`config.mk`:
```
export PLATFORM = sky130hd
export DESIGN_NAME = cv32e40p_x_if_multi_dispatch_flat
export DESIGN_NICKNAME = d
export VERILOG_FILES = /design/src/rtl/cv32e40p_x_if_multi_dispatch_if.sv /design/src/rtl/cv32e40p_x_if_multi_dispatch.sv /design/src/flat_wrapper.sv
export SDC_FILE = /design/constraint.sdc
export NUM_CORES = 1
export LEC_CHECK = 0
export BUFFER_PORTS_ARGS = -buffer_cell sky130_fd_sc_hd__buf_2
export CELL_PAD_IN_SITES_DETAIL_PLACEMENT = 1
export CELL_PAD_IN_SITES_GLOBAL_PLACEMENT = 2
export CORE_AREA = 2 2 160 162
export CTS_BUF_LIST = sky130_fd_sc_hd__clkbuf_16
export DETAILED_ROUTE_END_ITERATION = 8
export DIE_AREA = 0 0 162 164
export PLACE_DENSITY = 0.84
export SYNTH_ARGS = -nofsm -noshare
export SYNTH_HDL_FRONTEND = slang
export SYNTH_SLANG_ARGS = --single-unit
```
`constraint.sdc`:
```
create_clock -name clk_i -period 2.65 [get_ports clk_i]
set_input_delay 0.1325 -clock clk_i [delete_from_list [all_inputs] [get_ports clk_i]]
set_output_delay 0.1325 -clock clk_i [all_outputs]
set_load 0.01 [all_outputs]
```
`src/rtl/cv32e40p_x_if_multi_dispatch_if.sv`:
```
// Bundle of the core-side X-interface and the broadcast coprocessor-side signals
// seen by the multi-coprocessor dispatcher.
interface cv32e40p_x_if_multi_dispatch_if #(
  parameter int NUM_COPROC = 2
);
  logic                       x_valid_i;
  logic                       x_ready_o;
  logic [31:0]                x_instr_data_i;
  logic [2:0][31:0]           x_rs_i;
  logic [2:0]                 x_rs_valid_i;
  logic                       x_rd_clean_i;
  logic                       x_accept_o;
  logic                       x_is_mem_op_o;
  logic                       x_writeback_o;
  logic                       x_rvalid_o;
  logic                       x_rready_i;
  logic [4:0]                 x_rd_o;
  logic [31:0]                x_data_o;
  logic                       x_dualwb_o;
  logic                       x_error_o;
  logic [NUM_COPROC-1:0]      cp_valid_o;
  logic [NUM_COPROC-1:0]      cp_ready_i;
  logic [31:0]                cp_instr_data_o;
  logic [2:0][31:0]           cp_rs_o;
  logic [2:0]                 cp_rs_valid_o;
  logic                       cp_rd_clean_o;
  logic [NUM_COPROC-1:0]      cp_accept_i;
  logic [NUM_COPROC-1:0]      cp_is_mem_op_i;
  logic [NUM_COPROC-1:0]      cp_writeback_i;
  logic [NUM_COPROC-1:0]      cp_rvalid_i;
  logic [NUM_COPROC-1:0]      cp_rready_o;
  logic [NUM_COPROC*5-1:0]    cp_rd_i;
  logic [NUM_COPROC*32-1:0]   cp_data_i;
  logic [NUM_COPROC-1:0]      cp_dualwb_i;
  logic [NUM_COPROC-1:0]      cp_error_i;

  modport slave (
    input  x_valid_i, x_instr_data_i, x_rs_i, x_rs_valid_i, x_rd_clean_i, x_rready_i,
           cp_ready_i, cp_accept_i, cp_is_mem_op_i, cp_writeback_i, cp_rvalid_i,
           cp_rd_i, cp_data_i, cp_dualwb_i, cp_error_i,
    output x_ready_o, x_accept_o, x_is_mem_op_o, x_writeback_o, x_rvalid_o, x_rd_o,
           x_data_o, x_dualwb_o, x_error_o, cp_valid_o, cp_instr_data_o, cp_rs_o,
           cp_rs_valid_o, cp_rd_clean_o, cp_rready_o
  );

  modport master (
    output x_valid_i, x_instr_data_i, x_rs_i, x_rs_valid_i, x_rd_clean_i, x_rready_i,
           cp_ready_i, cp_accept_i, cp_is_mem_op_i, cp_writeback_i, cp_rvalid_i,
           cp_rd_i, cp_data_i, cp_dualwb_i, cp_error_i,
    input  x_ready_o, x_accept_o, x_is_mem_op_o, x_writeback_o, x_rvalid_o, x_rd_o,
           x_data_o, x_dualwb_o, x_error_o, cp_valid_o, cp_instr_data_o, cp_rs_o,
           cp_rs_valid_o, cp_rd_clean_o, cp_rready_o
  );
endinterface

```
`src/rtl/cv32e40p_x_if_multi_dispatch.sv`:
```
// Broadcasts X-interface offloads to NUM_COPROC coprocessors, picks the lowest-index
// acceptor and returns writeback results to the core in offload order.
module cv32e40p_x_if_multi_dispatch #(
  parameter int NUM_COPROC = 2,
  parameter int DEPTH      = 4
) (
  input  logic                     clk_i,
  input  logic                     rst_i,
  cv32e40p_x_if_multi_dispatch_if.slave xif,
  output logic                     multi_accept_o,
  output logic [$clog2(DEPTH):0]   inflight_o
);
  localparam int PW   = $clog2(DEPTH);
  localparam int IDXW = (NUM_COPROC > 1) ? $clog2(NUM_COPROC) : 1;
  localparam logic [PW:0] FULL_CNT = (PW+1)'(DEPTH);

  logic [DEPTH-1:0][IDXW-1:0] order_q;
  logic [PW-1:0]              wr_ptr, rd_ptr;
  logic                       full, empty, fired, push, pop, multi_hit;
  logic [IDXW-1:0]            win, head;
  logic                       win_found, win_mem, win_wb;
  logic                       h_rvalid, h_dualwb, h_error;
  logic [4:0]                 h_rd;
  logic [31:0]                h_data;

  assign full  = (inflight_o == FULL_CNT);
  assign empty = (inflight_o == '0);

  // request broadcast
  assign xif.x_ready_o       = (&xif.cp_ready_i) & ~full;
  assign xif.cp_valid_o      = {NUM_COPROC{xif.x_valid_i & ~full}};
  assign xif.cp_instr_data_o = xif.x_instr_data_i;
  assign xif.cp_rs_o         = xif.x_rs_i;
  assign xif.cp_rs_valid_o   = xif.x_rs_valid_i;
  assign xif.cp_rd_clean_o   = xif.x_rd_clean_i;
  assign fired               = xif.x_valid_i & xif.x_ready_o;

  always_comb begin
    win       = '0;
    win_found = 1'b0;
    win_mem   = 1'b0;
    win_wb    = 1'b0;
    for (int i = 0; i < NUM_COPROC; i++) begin
      if (xif.cp_accept_i[i] && !win_found) begin
        win       = IDXW'(i);
        win_found = 1'b1;
        win_mem   = xif.cp_is_mem_op_i[i];
        win_wb    = xif.cp_writeback_i[i];
      end
    end
  end

  // more than one bit set <=> clearing the lowest set bit leaves something
  assign multi_hit         = |(xif.cp_accept_i & (xif.cp_accept_i - NUM_COPROC'(1)));
  assign xif.x_accept_o    = fired & win_found;
  assign xif.x_is_mem_op_o = fired & win_found & win_mem;
  assign xif.x_writeback_o = fired & win_found & win_wb;
  assign push              = xif.x_accept_o & xif.x_writeback_o;

  // response return from the oldest outstanding writeback
  assign head = order_q[rd_ptr];

  always_comb begin
    h_rvalid        = 1'b0;
    h_rd            = '0;
    h_data          = '0;
    h_dualwb        = 1'b0;
    h_error         = 1'b0;
    xif.cp_rready_o = '0;
    for (int i = 0; i < NUM_COPROC; i++) begin
      if (IDXW'(i) == head) begin
        h_rvalid           = xif.cp_rvalid_i[i];
        h_rd               = xif.cp_rd_i[5*i +: 5];
        h_data             = xif.cp_data_i[32*i +: 32];
        h_dualwb           = xif.cp_dualwb_i[i];
        h_error            = xif.cp_error_i[i];
        xif.cp_rready_o[i] = ~empty & xif.x_rready_i;
      end
    end
  end

  assign xif.x_rvalid_o = ~empty & h_rvalid;
  assign xif.x_rd_o     = empty ? '0 : h_rd;
  assign xif.x_data_o   = empty ? '0 : h_data;
  assign xif.x_dualwb_o = ~empty & h_dualwb;
  assign xif.x_error_o  = ~empty & h_error;
  assign pop            = xif.x_rvalid_o & xif.x_rready_i;

  always_ff @(posedge clk_i or posedge rst_i) begin
    if (rst_i) begin
      order_q        <= '0;
      wr_ptr         <= '0;
      rd_ptr         <= '0;
      inflight_o     <= '0;
      multi_accept_o <= 1'b0;
    end else begin
      if (push) begin
        order_q[wr_ptr] <= win;
        wr_ptr          <= wr_ptr + PW'(1);
      end
      if (pop) rd_ptr <= rd_ptr + PW'(1);
      case ({push, pop})
        2'b10:   inflight_o <= inflight_o + (PW+1)'(1);
        2'b01:   inflight_o <= inflight_o - (PW+1)'(1);
        default: inflight_o <= inflight_o;
      endcase
      if (fired && multi_hit) multi_accept_o <= 1'b1;
    end
  end
endmodule
```
`src/flat_wrapper.sv`:
```
// flat-port wrapper written by rule: the top's interface ports become plain ports
module cv32e40p_x_if_multi_dispatch_flat 
#(
  parameter int NUM_COPROC = 2,
  parameter int DEPTH      = 4
)
  (clk_i, rst_i, multi_accept_o, inflight_o, xif_x_valid_i, xif_x_instr_data_i, xif_x_rs_i, xif_x_rs_valid_i, xif_x_rd_clean_i, xif_x_rready_i, xif_cp_ready_i, xif_cp_accept_i, xif_cp_is_mem_op_i, xif_cp_writeback_i, xif_cp_rvalid_i, xif_cp_rd_i, xif_cp_data_i, xif_cp_dualwb_i, xif_cp_error_i, xif_x_ready_o, xif_x_accept_o, xif_x_is_mem_op_o, xif_x_writeback_o, xif_x_rvalid_o, xif_x_rd_o, xif_x_data_o, xif_x_dualwb_o, xif_x_error_o, xif_cp_valid_o, xif_cp_instr_data_o, xif_cp_rs_o, xif_cp_rs_valid_o, xif_cp_rd_clean_o, xif_cp_rready_o);
  cv32e40p_x_if_multi_dispatch_if #(.NUM_COPROC(NUM_COPROC)) xif_i ();
  input  logic clk_i;
  input  logic rst_i;
  output logic multi_accept_o;
  output logic [$clog2(DEPTH):0] inflight_o;
  input wire logic [$bits(xif_i.x_valid_i)-1:0] xif_x_valid_i;
  input wire logic [$bits(xif_i.x_instr_data_i)-1:0] xif_x_instr_data_i;
  input wire logic [$bits(xif_i.x_rs_i)-1:0] xif_x_rs_i;
  input wire logic [$bits(xif_i.x_rs_valid_i)-1:0] xif_x_rs_valid_i;
  input wire logic [$bits(xif_i.x_rd_clean_i)-1:0] xif_x_rd_clean_i;
  input wire logic [$bits(xif_i.x_rready_i)-1:0] xif_x_rready_i;
  input wire logic [$bits(xif_i.cp_ready_i)-1:0] xif_cp_ready_i;
  input wire logic [$bits(xif_i.cp_accept_i)-1:0] xif_cp_accept_i;
  input wire logic [$bits(xif_i.cp_is_mem_op_i)-1:0] xif_cp_is_mem_op_i;
  input wire logic [$bits(xif_i.cp_writeback_i)-1:0] xif_cp_writeback_i;
  input wire logic [$bits(xif_i.cp_rvalid_i)-1:0] xif_cp_rvalid_i;
  input wire logic [$bits(xif_i.cp_rd_i)-1:0] xif_cp_rd_i;
  input wire logic [$bits(xif_i.cp_data_i)-1:0] xif_cp_data_i;
  input wire logic [$bits(xif_i.cp_dualwb_i)-1:0] xif_cp_dualwb_i;
  input wire logic [$bits(xif_i.cp_error_i)-1:0] xif_cp_error_i;
  output wire logic [$bits(xif_i.x_ready_o)-1:0] xif_x_ready_o;
  output wire logic [$bits(xif_i.x_accept_o)-1:0] xif_x_accept_o;
  output wire logic [$bits(xif_i.x_is_mem_op_o)-1:0] xif_x_is_mem_op_o;
  output wire logic [$bits(xif_i.x_writeback_o)-1:0] xif_x_writeback_o;
  output wire logic [$bits(xif_i.x_rvalid_o)-1:0] xif_x_rvalid_o;
  output wire logic [$bits(xif_i.x_rd_o)-1:0] xif_x_rd_o;
  output wire logic [$bits(xif_i.x_data_o)-1:0] xif_x_data_o;
  output wire logic [$bits(xif_i.x_dualwb_o)-1:0] xif_x_dualwb_o;
  output wire logic [$bits(xif_i.x_error_o)-1:0] xif_x_error_o;
  output wire logic [$bits(xif_i.cp_valid_o)-1:0] xif_cp_valid_o;
  output wire logic [$bits(xif_i.cp_instr_data_o)-1:0] xif_cp_instr_data_o;
  output wire logic [$bits(xif_i.cp_rs_o)-1:0] xif_cp_rs_o;
  output wire logic [$bits(xif_i.cp_rs_valid_o)-1:0] xif_cp_rs_valid_o;
  output wire logic [$bits(xif_i.cp_rd_clean_o)-1:0] xif_cp_rd_clean_o;
  output wire logic [$bits(xif_i.cp_rready_o)-1:0] xif_cp_rready_o;
  assign xif_i.x_valid_i = xif_x_valid_i;
  assign xif_i.x_instr_data_i = xif_x_instr_data_i;
  assign xif_i.x_rs_i = xif_x_rs_i;
  assign xif_i.x_rs_valid_i = xif_x_rs_valid_i;
  assign xif_i.x_rd_clean_i = xif_x_rd_clean_i;
  assign xif_i.x_rready_i = xif_x_rready_i;
  assign xif_i.cp_ready_i = xif_cp_ready_i;
  assign xif_i.cp_accept_i = xif_cp_accept_i;
  assign xif_i.cp_is_mem_op_i = xif_cp_is_mem_op_i;
  assign xif_i.cp_writeback_i = xif_cp_writeback_i;
  assign xif_i.cp_rvalid_i = xif_cp_rvalid_i;
  assign xif_i.cp_rd_i = xif_cp_rd_i;
  assign xif_i.cp_data_i = xif_cp_data_i;
  assign xif_i.cp_dualwb_i = xif_cp_dualwb_i;
  assign xif_i.cp_error_i = xif_cp_error_i;
  assign xif_x_ready_o = xif_i.x_ready_o;
  assign xif_x_accept_o = xif_i.x_accept_o;
  assign xif_x_is_mem_op_o = xif_i.x_is_mem_op_o;
  assign xif_x_writeback_o = xif_i.x_writeback_o;
  assign xif_x_rvalid_o = xif_i.x_rvalid_o;
  assign xif_x_rd_o = xif_i.x_rd_o;
  assign xif_x_data_o = xif_i.x_data_o;
  assign xif_x_dualwb_o = xif_i.x_dualwb_o;
  assign xif_x_error_o = xif_i.x_error_o;
  assign xif_cp_valid_o = xif_i.cp_valid_o;
  assign xif_cp_instr_data_o = xif_i.cp_instr_data_o;
  assign xif_cp_rs_o = xif_i.cp_rs_o;
  assign xif_cp_rs_valid_o = xif_i.cp_rs_valid_o;
  assign xif_cp_rd_clean_o = xif_i.cp_rd_clean_o;
  assign xif_cp_rready_o = xif_i.cp_rready_o;
  cv32e40p_x_if_multi_dispatch #(.NUM_COPROC(NUM_COPROC), .DEPTH(DEPTH)) u_core (.clk_i(clk_i), .rst_i(rst_i), .xif(xif_i), .multi_accept_o(multi_accept_o), .inflight_o(inflight_o));
endmodule
```
==> results of run 1 <==
## logic make-up (layout without fill, tap and decap cells)
family / Yosys count / count (layout)
flip-flops: 12 / 12
adder cells (fa/ha/maj): 6 / 6
XOR/XNOR: 6 / 6
multiplexers: 6 / 6
buffers and inverters: 157 / 162
AND/OR/NAND/NOR: 100 / 100
AO/OA/AOI/OAI: 51 / 51
## state kept, by name (all words and copies together) (netlist names)
register               count
u_core.rd_ptr              2
u_core.wr_ptr              2
u_core.order_q             4
u_core.multi_accept_o      1
u_core.inflight_o          3
## tightest hold or removal path: stages
cell and delay, ns:
buf_2 0.15, nand2_1 0.07, o21bai_1 0.06
## final cells by class
class / instances / area (um^2)
Fill cell: 3085 / 22300
Multi-Input combinational cell: 169 / 900
Timing Repair Buffer: 150 / 783
Tap cell: 330 / 413
Sequential cell: 12 / 300
Clock buffer: 3 / 75.1
Inverter: 8 / 30.0
Clock inverter: 1 / 3.75
## per-layer routing
layer / vias to the layer above / GRT usage [%] / wire length, um
met5: - / 0 / 13
met4: 2 / 4.47 / 612
met3: 66 / 5.66 / 1890
met2: 182 / 10.1 / 4280
met1: 887 / 6.08 / 3200
li1: 945 / - / -
## cells in the final DEF (no fill, tap or decap), types with 2 or more instances in the layout
master     synthesis  layout
nor2_1            11      11
clkbuf_16          0       3
ha_1               5       5
xnor2_1            2       2
a31oi_1            8       8
buf_2              2     143
inv_1              8       8
nand2_1           83      83
buf_4            134       5
nor3b_1            2       2
xor2_1             4       4
mux2i_1            3       3
dfrtp_1           12      12
a21oi_1           40      40
## where the power goes
| group | internal [mW] | switching [mW] |
|---|---|---|
| registers | 0.271 | 0.0865 |
| logic | 0.840 | 1.29 |
| clock network | 0.199 | 0.0793 |
## timing repair
| item | in CTS | in global routing |
|---|---|---|
| endpoints found under the hold margin | 12 | 0 |
| hold buffers | 1 | 0 |
| endpoints found under the setup margin | 0 | 0 |
| setup buffers | 0 | 0 |
## stage by stage
stage | instances | worst slack, ns | total power [mW] | hold slack, ns
CTS | 673 | 0.211 | 2.86 | 0.217
global route | 673 | 0.0660 | 3.05 | 0.230
global placement | 668 | 0.269 | 2.51 | 0.181
floorplan | 338 | 0.254 | 1.80 | -0.00280
detailed placement | 668 | 0.233 | 2.56 | 0.196
finish | 673 | 0.231 | 2.77 | 0.203
## worst paths after layout
| path | slack [ns] | start | end | cells after the start |
|---|---|---|---|---|
| setup reg to reg | 0.23 | u_core.order_q[3] | u_core.inflight_o[2] | 9 |
| hold / removal | 0.20 | xif_cp_accept_i[1] | u_core.multi_accept_o | 3 |
| hold reg to reg | 0.46 | u_core.multi_accept_o | u_core.multi_accept_o | 1 |
| min in group asynchronous | 0.48 | rst_i | u_core.order_q[3] | 3 |
| setup / recovery | 0.23 | u_core.order_q[3] | u_core.inflight_o[2] | 9 |
| max in group asynchronous | 1.83 | rst_i | u_core.rd_ptr[0] | 3 |
==> results.md, run 1 <==
* Status: finished, final reports clean
* Cell area power density at 1100 nW/um^2
* Die Ht at 164 um
* Post-layout util at 10.1%
* Area after DPL at 2420 um^2
* Yosys top cell by area: buf_4
* Crit start category: flip-flop
* Clock root buffer master: clkbuf_16
* DR WL/cell at 14.9 um
* Avg Cell Area, Syn at 6.80 um^2
* Number of flops mapped to enable cells by yosys at 0
* Compound-gate portion of the synthesized area at 12.6%
* Total CTS buffers at 3
* Post-synth top flop: dfrtp_1
* Critical-path top delay cell: mux4_2
* Top-count cell post-synth: buf_4
* Antenna violations before repair at 1
* TritonRoute pass-1 iters at 4
* Most frequent cells after synthesis: buf_4 (134), nand2_1 (83), a21oi_1 (40)
* Critical path peak fanout at 3
* Crit path max-delay family: multiplexers
* Vias in the first global route at 1,961
* Cell Rows at 58
* ANT nets after route at 0
* Total number of vias at 2,082
* Share of synthesized flip-flops with an asynchronous set or reset at 100%
* Yosys cell types at 26
* XOR/XNOR Fraction of Synth Area at 2.29%
* Final Cell Area at 2500 um^2
* Fin crit share at 91.3%
* WP data required at 2.81 ns
* Reg clk slew, reported paths at 0.05 ns
* Iter 0 DRT Violations at 35
* Vias per cell at 3.09
* Io pins at 408
* Tightest Pin Transition at 0.526 ns
* CTS Sinks at 12
* Endpoint class of the critical path: flip-flop
* # diodes at 0
* Syn nets at 568
* First-pass GRT wire length at 13,000 um
* CTS tree: done
* Area grow syn2layout at 9.04%
* Worst EP arrival at 2.58 ns
* Max Cap Viol at 0
* All-Layer GR Usage at 6.72%
* H-Tree Depth at 1
* Initial Util at 9.26%
* Largest family of logic cells by synthesized area: buffers and inverters
* Post-Syn Area at 2300 um^2
* Lkg Pwr at 1.23 nW
* Total routed wirelength at 10000 um
* Setup CP Type: flip-flop to flip-flop
* Syn. warnings at 0
* Top post-synthesis cells by area: buf_4 (44%), nand2_1 (14%), dfrtp_1 (13%), a21oi_1 (8.7%), ha_1 (2.7%)
* Yosys reg bits at 12
* Share of cells above drive strength 1 at 45.8%
* RSZ-0062 raised after global routing: no
* Fmax at 413 MHz
* Die Wd at 162 um
* Tmin final at 2.42 ns
* Synth Area in Adders at 3.59%
* GRT overflow at 0
* # DRC at 0
* I/O Buffers at 143
* Final Hold Viols at 0
* Register area share after synthesis at 13.1%
* Core area at 24,800 um^2
* Final setup fails at 0
* Mapped Cells at 338
* GPL Wtd Cong at 0.694
* Skew-Pair Late Insertion Delay at 0.24 ns
* Max Slew Vio Count at 0
* Cell Chain, Critical Path: mux4_2, mux2i_2, nor2_1, ha_1, inv_1, fa_1, xor2_1, nor2_1, xor2_1
* Synth top area share at 43.8%
* Largest net degree at the start of global routing at 41
* Max VDD drop at 382 uV
* Post-synthesis mux area share at 3.38%
* Clock Tree Buf Depth at 2
* Fin nets at 574
* CP max stage delay at 0.52 ns
* Hold Crit Class: input port to flip-flop
* Layout Skew at 0.00456 ns
* TNS Setup at 0 ns
* Die ar. at 26,600 um^2
* Crit path buf inv count at 1
* DP Wirelength at 8530 um
* Post-CTS Resized at 0
* Simple-gate share of the synthesized area at 17.0%
* Slew HR at 64.9%
(Power assumes the default switching activity.)
==> run 2: changes to the inputs <==
--- a/config.mk
+++ b/config.mk
@@ -5,14 +5,16 @@
 export SDC_FILE = /design/constraint.sdc
 export NUM_CORES = 1
 export LEC_CHECK = 0
+export ABC_AREA = 1
 export BUFFER_PORTS_ARGS = -buffer_cell sky130_fd_sc_hd__buf_2
+export CAP_MARGIN = 25
 export CELL_PAD_IN_SITES_DETAIL_PLACEMENT = 1
 export CELL_PAD_IN_SITES_GLOBAL_PLACEMENT = 2
-export CORE_AREA = 2 2 160 162
+export CORE_AREA = 2 2 161 163
 export CTS_BUF_LIST = sky130_fd_sc_hd__clkbuf_16
 export DETAILED_ROUTE_END_ITERATION = 8
-export DIE_AREA = 0 0 162 164
-export PLACE_DENSITY = 0.84
+export DIE_AREA = 0 0 163 165
+export PLACE_DENSITY = 0.85
 export SYNTH_ARGS = -nofsm -noshare
 export SYNTH_HDL_FRONTEND = slang
 export SYNTH_SLANG_ARGS = --single-unit
==> results.md, run 2 <==
* Max Cap Viol at 0 (unchanged)
* # DRC at 0 (unchanged)
* Top reg by flops: u_core.order_q
* Cell Chain, Critical Path: inv_1, nand3_1, nand4_1, nor2_4, inv_2, ha_1, inv_1, fa_1, a21oi_1, o21ai_0, xnor2_1
* DP Worst Slack at 0.478 ns (+0.245 ns)
* Status: finished, final reports clean
* Fin crit share at 82.6% (-8.6 points)
* Max Slew Vio Count at 0 (unchanged)
* First-pass GRT wire length at 12,600 um (-3.1%)
* Worst R2R Setup Slack at 0.46 ns (+0.23 ns)
* Cell Rows at 58 (unchanged)
* Slew HR at 66.4% (+1.5 points)
* GPL Wtd Cong at 0.722 (+4.2%)
* Core area at 25,000 um^2 (+0.88%)
* Yosys cell types at 22 (-15%)
* Worst reg2reg path startpoint: u_core.inflight_o[0]
* Die Wd at 163 um (+0.62%)
* Max FFs per register at 4 (unchanged)
* Mapped Cells at 373 (+10%)
* Cell area power density at 877 nW/um^2 (-21%)
* Yosys top cell by area: buf_4
* Total CTS buffers at 3 (unchanged)
* Hold Crit Depth at 3 (unchanged)
* Hold path start: xif_cp_accept_i[1]
* Hold Crit Class: input port to flip-flop
* R2R Path End: u_core.inflight_o[2]
* Max VDD drop at 233 uV (-39%)
* RSZ-0062 raised after global routing: no
* Yosys reg bits at 12 (unchanged)
* Fin nets at 612 (+6.6%)
* Worst EP arrival at 2.31 ns (-0.27 ns)
* Regs by FF count: u_core.order_q x4, u_core.inflight_o x3
* CTS tree: done
* Clock root buffer master: clkbuf_16
* Fmax at 457 MHz (+10%)
* Crit path max-delay family: adder cells
* Vias per cell at 3.13 (+1.2%)
* Crit start category: flip-flop
* Synth top area share at 41.4% (-2.4 points)
* Endpoint class of the critical path: flip-flop
* Avg Cell Area, Syn at 6.47 um^2 (-4.8%)
* Critical path peak fanout at 9 (+6)
* TNS Setup at 0 ns (unchanged)
* Final Hold Viols at 0 (unchanged)
* Total routed wirelength at 9300 um (-7.0%)
* Hold Path End: u_core.multi_accept_o
* CTS Sinks at 12 (unchanged)
* Register area share after synthesis at 12.4% (-0.63 points)
* Clock Tree Buf Depth at 2 (unchanged)
* Tmin final at 2.19 ns (-0.229 ns)
* Initial Util at 9.64% (+0.38 points)
* # diodes at 0 (unchanged)
* Top post-synthesis cells by area: buf_4 (41%), nand2_1 (17%), dfrtp_1 (12%), a21oi_1 (8.5%), buf_6 (3.7%)
* # hold bufs at CTS at 1 (unchanged)
* DP Wirelength at 7760 um (-9.0%)
* Total number of vias at 2,227 (+7.0%)
* ANT nets after route at 0 (unchanged)
* TritonRoute pass-1 iters at 4 (unchanged)
* Tightest Pin Transition at 0.504 ns (-0.0219 ns)
* Vias in the first global route at 2,132 (+8.7%)
* Most common cell after layout, fill and taps aside: buf_2
* Largest net degree at the start of global routing at 41 (unchanged)
* Syn. warnings at 0 (unchanged)
* Iter 0 DRT Violations at 47 (+34%)
* Top-count cell post-synth: buf_4
* CP max stage delay at 0.44 ns (-0.08 ns)
* Most frequent cells after synthesis: buf_4 (133), nand2_1 (109), a21oi_1 (41)
* R2r worst-path depth at 11 (+2)
* Io pins at 408 (unchanged)
* Post-CTS Resized at 0 (unchanged)
* Die Ht at 165 um (+0.61%)
* Setup Buffers After CTS at 0 (unchanged)
* Share of cells above drive strength 1 at 42.3% (-3.5 points)
* Number of flops mapped to enable cells by yosys at 0 (unchanged)
* Post-synth top flop: dfrtp_1
* Share of synthesized flip-flops with an asynchronous set or reset at 100% (unchanged)
* Crit path buf inv count at 3 (+2)
* All-Layer GR Usage at 6.28% (-0.44 points)
* Critical-path top delay cell: dfrtp_1
* Layout Skew at 0.00427 ns (-0.000293 ns)
* Die ar. at 26,900 um^2 (+1.2%)
* Commonest non-fill, non-tap cells in the layout: buf_2 (143), nand2_1 (109), a21oi_1 (41), inv_1 (20), nand3_1 (15)
* Setup CP Type: flip-flop to flip-flop
* Final worst slack at 0.460 ns (+0.229 ns)
* GRT overflow at 0 (unchanged)
* H-Tree Depth at 1 (unchanged)
* Lkg Pwr at 1.36 nW (+11%)
* Antenna violations before repair at 1 (unchanged)
* Skew-Pair Late Insertion Delay at 0.24 ns (about the same)
* Reg clk slew, reported paths at 0.05 ns (about the same)
* WP data required at 2.77 ns (-0.04 ns)
* Final setup fails at 0 (unchanged)
* I/O Buffers at 143 (unchanged)
* Most common cell on crit path: inv_1
* DR WL/cell at 13.1 um (-12%)
* Post-Syn Area at 2410 um^2 (+5.1%)
* Syn nets at 603 (+6.2%)
* Area grow syn2layout at 7.05%
==> run 2: cell types whose count changed after synthesis, moves of 3 or more <==
| cell | previous run | this run |
|---|---|---|
| nor2_1 | 11 | 7 |
| nand3_1 | 1 | 15 |
| inv_2 | 0 | 3 |
| xor2_1 | 4 | 1 |
| inv_1 | 8 | 20 |
| a31oi_1 | 8 | 0 |
| buf_6 | 1 | 8 |
| clkbuf_1 | 12 | 4 |
| nand2_1 | 83 | 109 |
| mux2i_1 | 3 | 0 |
==> run 2: cell families (layout without fill, tap and decap cells) <==
family | Yosys count | in the layout | synth area share (%)
AO/OA/AOI/OAI | 45 | 45 | 9.44
XOR/XNOR | 3 | 3 | 1.09
adder cells (fa/ha/maj) | 6 | 6 | 3.42
buffers and inverters | 168 | 176 | 49.3
flip-flops | 12 | 12 | 12.4
AND/OR/NAND/NOR | 139 | 139 | 24.3
==> run 2: area by class of cell <==
cell class                 count  area, um^2
inverter                      23        86.3
multi-input combinational    193         930
clock buffer                   3        75.1
sequential                    12         300
timing repair buffer         149         776
clock inverter                 1        3.75
tap                          330         413
fill                        3104       22500
==> run 2: worst max-delay path by stage <==
stage / from / to / slack, ns / depth (start not counted)
finish: u_core.inflight_o[0] / u_core.inflight_o[2] / 0.46 / 11
global route: u_core.rd_ptr[0] / u_core.inflight_o[2] / 0.27 / 13
CTS: u_core.rd_ptr[0] / u_core.inflight_o[2] / 0.47 / 13
detailed placement: u_core.rd_ptr[0] / u_core.inflight_o[2] / 0.48 / 13
global placement: u_core.rd_ptr[0] / u_core.inflight_o[2] / 0.58 / 13
floorplan: u_core.rd_ptr[0] / u_core.inflight_o[2] / 0.69 / 13
==> run 2: worst reg2reg max path, delay by kind of cell, from the launching register on <==
kind,cells,cell delay [ns]
adder cells (fa/ha/maj),2,0.51
AND/OR/NAND/NOR,3,0.42
buffers and inverters,3,0.26
flip-flops,1,0.44
AO/OA/AOI/OAI,2,0.30
XOR/XNOR,1,0.15
==> run 2: per-stage QoR <==
step | utilization, % | std cells | hold WS, ns | instance area, um^2 | power (mW)
2_1_floorplan | - | 373 | -0.00280 | 2410 | 1.56
6_report | 10.3 | 711 | 0.150 | 2580 | 2.27
3_3_place_gp | 9.97 | 706 | 0.165 | 2490 | 2.01
4_1_cts | 10.3 | 711 | 0.151 | 2580 | 2.35
3_5_place_dp | 9.97 | 706 | 0.186 | 2490 | 2.05
5_1_grt | 10.3 | 711 | 0.165 | 2580 | 2.52
==> run 2: report_power, final <==
part	switching (mW)	internal, mW	leakage [nW]
clock network	0.0838	0.199	0.0385
registers	0.0840	0.255	0.150
logic	1.03	0.613	1.17
==> run 2: layer usage <==
metal | GRT usage [%] | up-vias | wire, um | share of wire [%]
met1 | 6.71 | 981 | 3530 | 38
met2 | 9.88 | 175 | 4080 | 44
met5 | 0 | - | 0 | 0
met3 | 4.17 | 28 | 1450 | 16
li1 | - | 1043 | - | -
met4 | 2.29 | 0 | 235 | 2.5
==> run 3: changes to the inputs <==
--- a/config.mk
+++ b/config.mk
@@ -5,16 +5,16 @@
 export SDC_FILE = /design/constraint.sdc
 export NUM_CORES = 1
 export LEC_CHECK = 0
-export ABC_AREA = 1
+export ABC_AREA = 0
 export BUFFER_PORTS_ARGS = -buffer_cell sky130_fd_sc_hd__buf_2
 export CAP_MARGIN = 25
 export CELL_PAD_IN_SITES_DETAIL_PLACEMENT = 1
 export CELL_PAD_IN_SITES_GLOBAL_PLACEMENT = 2
-export CORE_AREA = 2 2 161 163
+export CORE_ASPECT_RATIO = 0.8
+export CORE_UTILIZATION = 10
 export CTS_BUF_LIST = sky130_fd_sc_hd__clkbuf_16
 export DETAILED_ROUTE_END_ITERATION = 8
-export DIE_AREA = 0 0 163 165
-export PLACE_DENSITY = 0.85
+export PLACE_DENSITY = 0.93
 export SYNTH_ARGS = -nofsm -noshare
 export SYNTH_HDL_FRONTEND = slang
 export SYNTH_SLANG_ARGS = --single-unit
==> constraint.sdc (replaced) <==
create_clock -name clk_i -period 1.8 [get_ports clk_i]
set_input_delay 0.09 -clock clk_i [delete_from_list [all_inputs] [get_ports clk_i]]
set_output_delay 0.09 -clock clk_i [all_outputs]
set_load 0.01 [all_outputs]
==> results.md, run 3 (same netlist as run 1, synthesis figures left out) <==
* Status: complete, but fails checks
* Failing checks: setup timing
* Total number of vias at 2,178 (-2.2%)
* Largest net degree at the start of global routing at 41 (unchanged)
* CP max stage delay at 0.57 ns (+0.13 ns)
* Worst R2R Setup Slack at -0.52 ns (-0.97 ns)
* Critical-path top delay cell: mux4_2
* H-Tree Depth at 1 (unchanged)
* CTS tree: done
* Fmax at 432 MHz (-5.4%)
* Die ar. at 23,600 um^2 (-12%)
* Critical path peak fanout at 3 (-6)
* Total CTS buffers at 3 (unchanged)
* # DRC at 0 (unchanged)
* Max Slew Vio Count at 0 (unchanged)
* Iter 0 DRT Violations at 63 (+34%)
* Commonest non-fill, non-tap cells in the layout: buf_2 (143), nand2_1 (82), a21oi_1 (38), buf_4 (20), dfrtp_1 (12)
* Total power at 4.77 mW (+110%)
* GPL Wtd Cong at 0.706 (-2.2%)
* Crit path buf inv count at 1 (-2)
* Final worst slack at -0.515 ns (-0.975 ns)
* Tightest Pin Transition at 0.525 ns (+0.0209 ns)
* Share of cells above drive strength 1 at 51.4% (+9.1 points)
* Die Wd at 171 um (+5.2%)
* I/O Buffers at 143 (unchanged)
* Endpoint class of the critical path: flip-flop
* Fin nets at 593 (-3.1%)
* All-Layer GR Usage at 7.01% (+0.73 points)
* Final Hold Viols at 0 (unchanged)
* Tmin final at 2.32 ns (+0.125 ns)
* Worst EP arrival at 2.48 ns (+0.17 ns)
* DR WL/cell at 14.8 um (+13%)
* Max VDD drop at 431 uV (+85%)
* Antenna violations before repair at 0 (-1)
* Total routed wirelength at 9890 um (+6.4%)
* Clock root buffer master: clkbuf_16
* Final setup fails at 42 (+42)
* Regs by FF count: u_core.order_q x4, u_core.inflight_o x3
* Lkg Pwr at 1.36 nW (about the same)
* RSZ-0062 raised after global routing: yes
* Core area at 22,500 um^2 (-10%)
* GRT overflow at 0 (unchanged)
* First-pass GRT wire length at 11,900 um (-4.9%)
* TritonRoute pass-1 iters at 4 (unchanged)
* Reg clk slew, reported paths at 0.04 ns (about the same)
* Vias per cell at 3.26 (+4.1%)
* Skew-Pair Late Insertion Delay at 0.24 ns (about the same)
* Post-layout util at 12.1% (+1.8 points)
* Layout Skew at 0.00574 ns (+0.00147 ns)
* Cell Rows at 49 (-16%)
* Fin crit share at 129% (+46 points)
* Die Ht at 138 um (-17%)
* Top reg by flops: u_core.order_q
* Max FFs per register at 4 (unchanged)
* CTS Sinks at 12 (unchanged)
* Area grow syn2layout at 18.9%
* Most common cell after layout, fill and taps aside: buf_2
* Crit start category: flip-flop
* Slew HR at 65.0% (-1.4 points)
* Cell Chain, Critical Path: mux4_2, mux2i_4, nor2_4, ha_4, inv_2, fa_2, xor2_1, nor2_1, xor2_1
* Max Cap Viol at 0 (unchanged)
* Hold Crit Class: input port to flip-flop
* Setup CP Type: flip-flop to flip-flop
* Clock Tree Buf Depth at 2 (unchanged)
* Initial Util at 10.2% (+0.57 points)
* ANT nets after route at 0 (unchanged)
* Hold Worst Slack at 0.171 ns (+0.0210 ns)
* Cell area power density at 1750 nW/um^2 (+99%)
* Vias in the first global route at 1,997 (-6.3%)
* Io pins at 408 (unchanged)
* Crit path max-delay family: multiplexers
* Most common cell on crit path: xor2_1
* DP Wirelength at 7450 um (-3.9%)
* WP data required at 1.96 ns (-0.81 ns)
* # diodes at 0 (unchanged)
## run 3: changes by cell type in the layout (fill, tap and decap cells not counted), sizes merged, moves of 2 or more
cell   previous run  this run
inv              23         8
mux2i             0         4
nand2           111        83
a31oi             0         8
xor2              1         4
nor3b             0         2
o21ai             3         1
nand3            17         1
buf             148       167
nor2              9        11
## run 3: stage by stage
stage	instance area [um^2]	TNS, ns	setup slack [ns]	cells
6_report	2730	-6.42	-0.515	668
5_1_grt	2730	-11.28	-0.646	668
4_1_cts	2610	-8.73	-0.544	665
3_5_place_dp	2500	-1.22	-0.594	658
3_3_place_gp	2500	-0.929	-0.505	658
2_1_floorplan	2310	-1.08	-0.557	338
## run 3: worst paths after layout
path | from | cells past startpoint | to
setup / recovery | u_core.rd_ptr[0] | 9 | u_core.inflight_o[2]
hold / removal | xif_cp_ready_i[1] | 3 | u_core.multi_accept_o
setup reg to reg | u_core.rd_ptr[0] | 9 | u_core.inflight_o[2]
hold reg to reg | u_core.multi_accept_o | 1 | u_core.multi_accept_o
max in group asynchronous | rst_i | 3 | u_core.inflight_o[1]
min in group asynchronous | rst_i | 3 | u_core.wr_ptr[1]
## run 3: repair_timing
action,CTS,global route
endpoints found under the hold margin,12,0
endpoints found under the setup margin,43,47
hold buffers,1,0
cloned,0,2
setup buffers,2,1
resized for setup,2,17
pin swaps,3,1
## run 3: cell type report
cell class	instances	area, um^2
clock buffers	3	75.1
clock inverters	1	3.75
fillers	2791	19800
inverters	8	30.0
multi-input cells	169	960
flip-flops and latches	12	300
well taps	306	383
repair buffers	169	980
## run 3: worst register-to-register path, delay by kind of cell (launching register included)
| kind | cells | cell delay (ns) |
|---|---|---|
| fa+ha+maj | 2 | 0.48 |
| xor+xnor | 2 | 0.30 |
| buf+inv | 1 | 0.04 |
| flops | 1 | 0.36 |
| simple gates | 2 | 0.26 |
| mux | 2 | 0.80 |
## run 3: where the power goes
part	switching, mW	internal [mW]	total (mW)
logic	2.18	1.70	3.87
clock network	0.118	0.293	0.411
registers	0.0884	0.399	0.487
total	2.38	2.39	4.77
## run 3: per-layer routing
layer	global-route usage, %	up-vias	share of wire, %
met5	1.96	-	0.64
met4	3.32	2	3.1
met3	6.69	41	18
met2	9.02	204	40
met1	7.34	948	39
li1	-	983	-
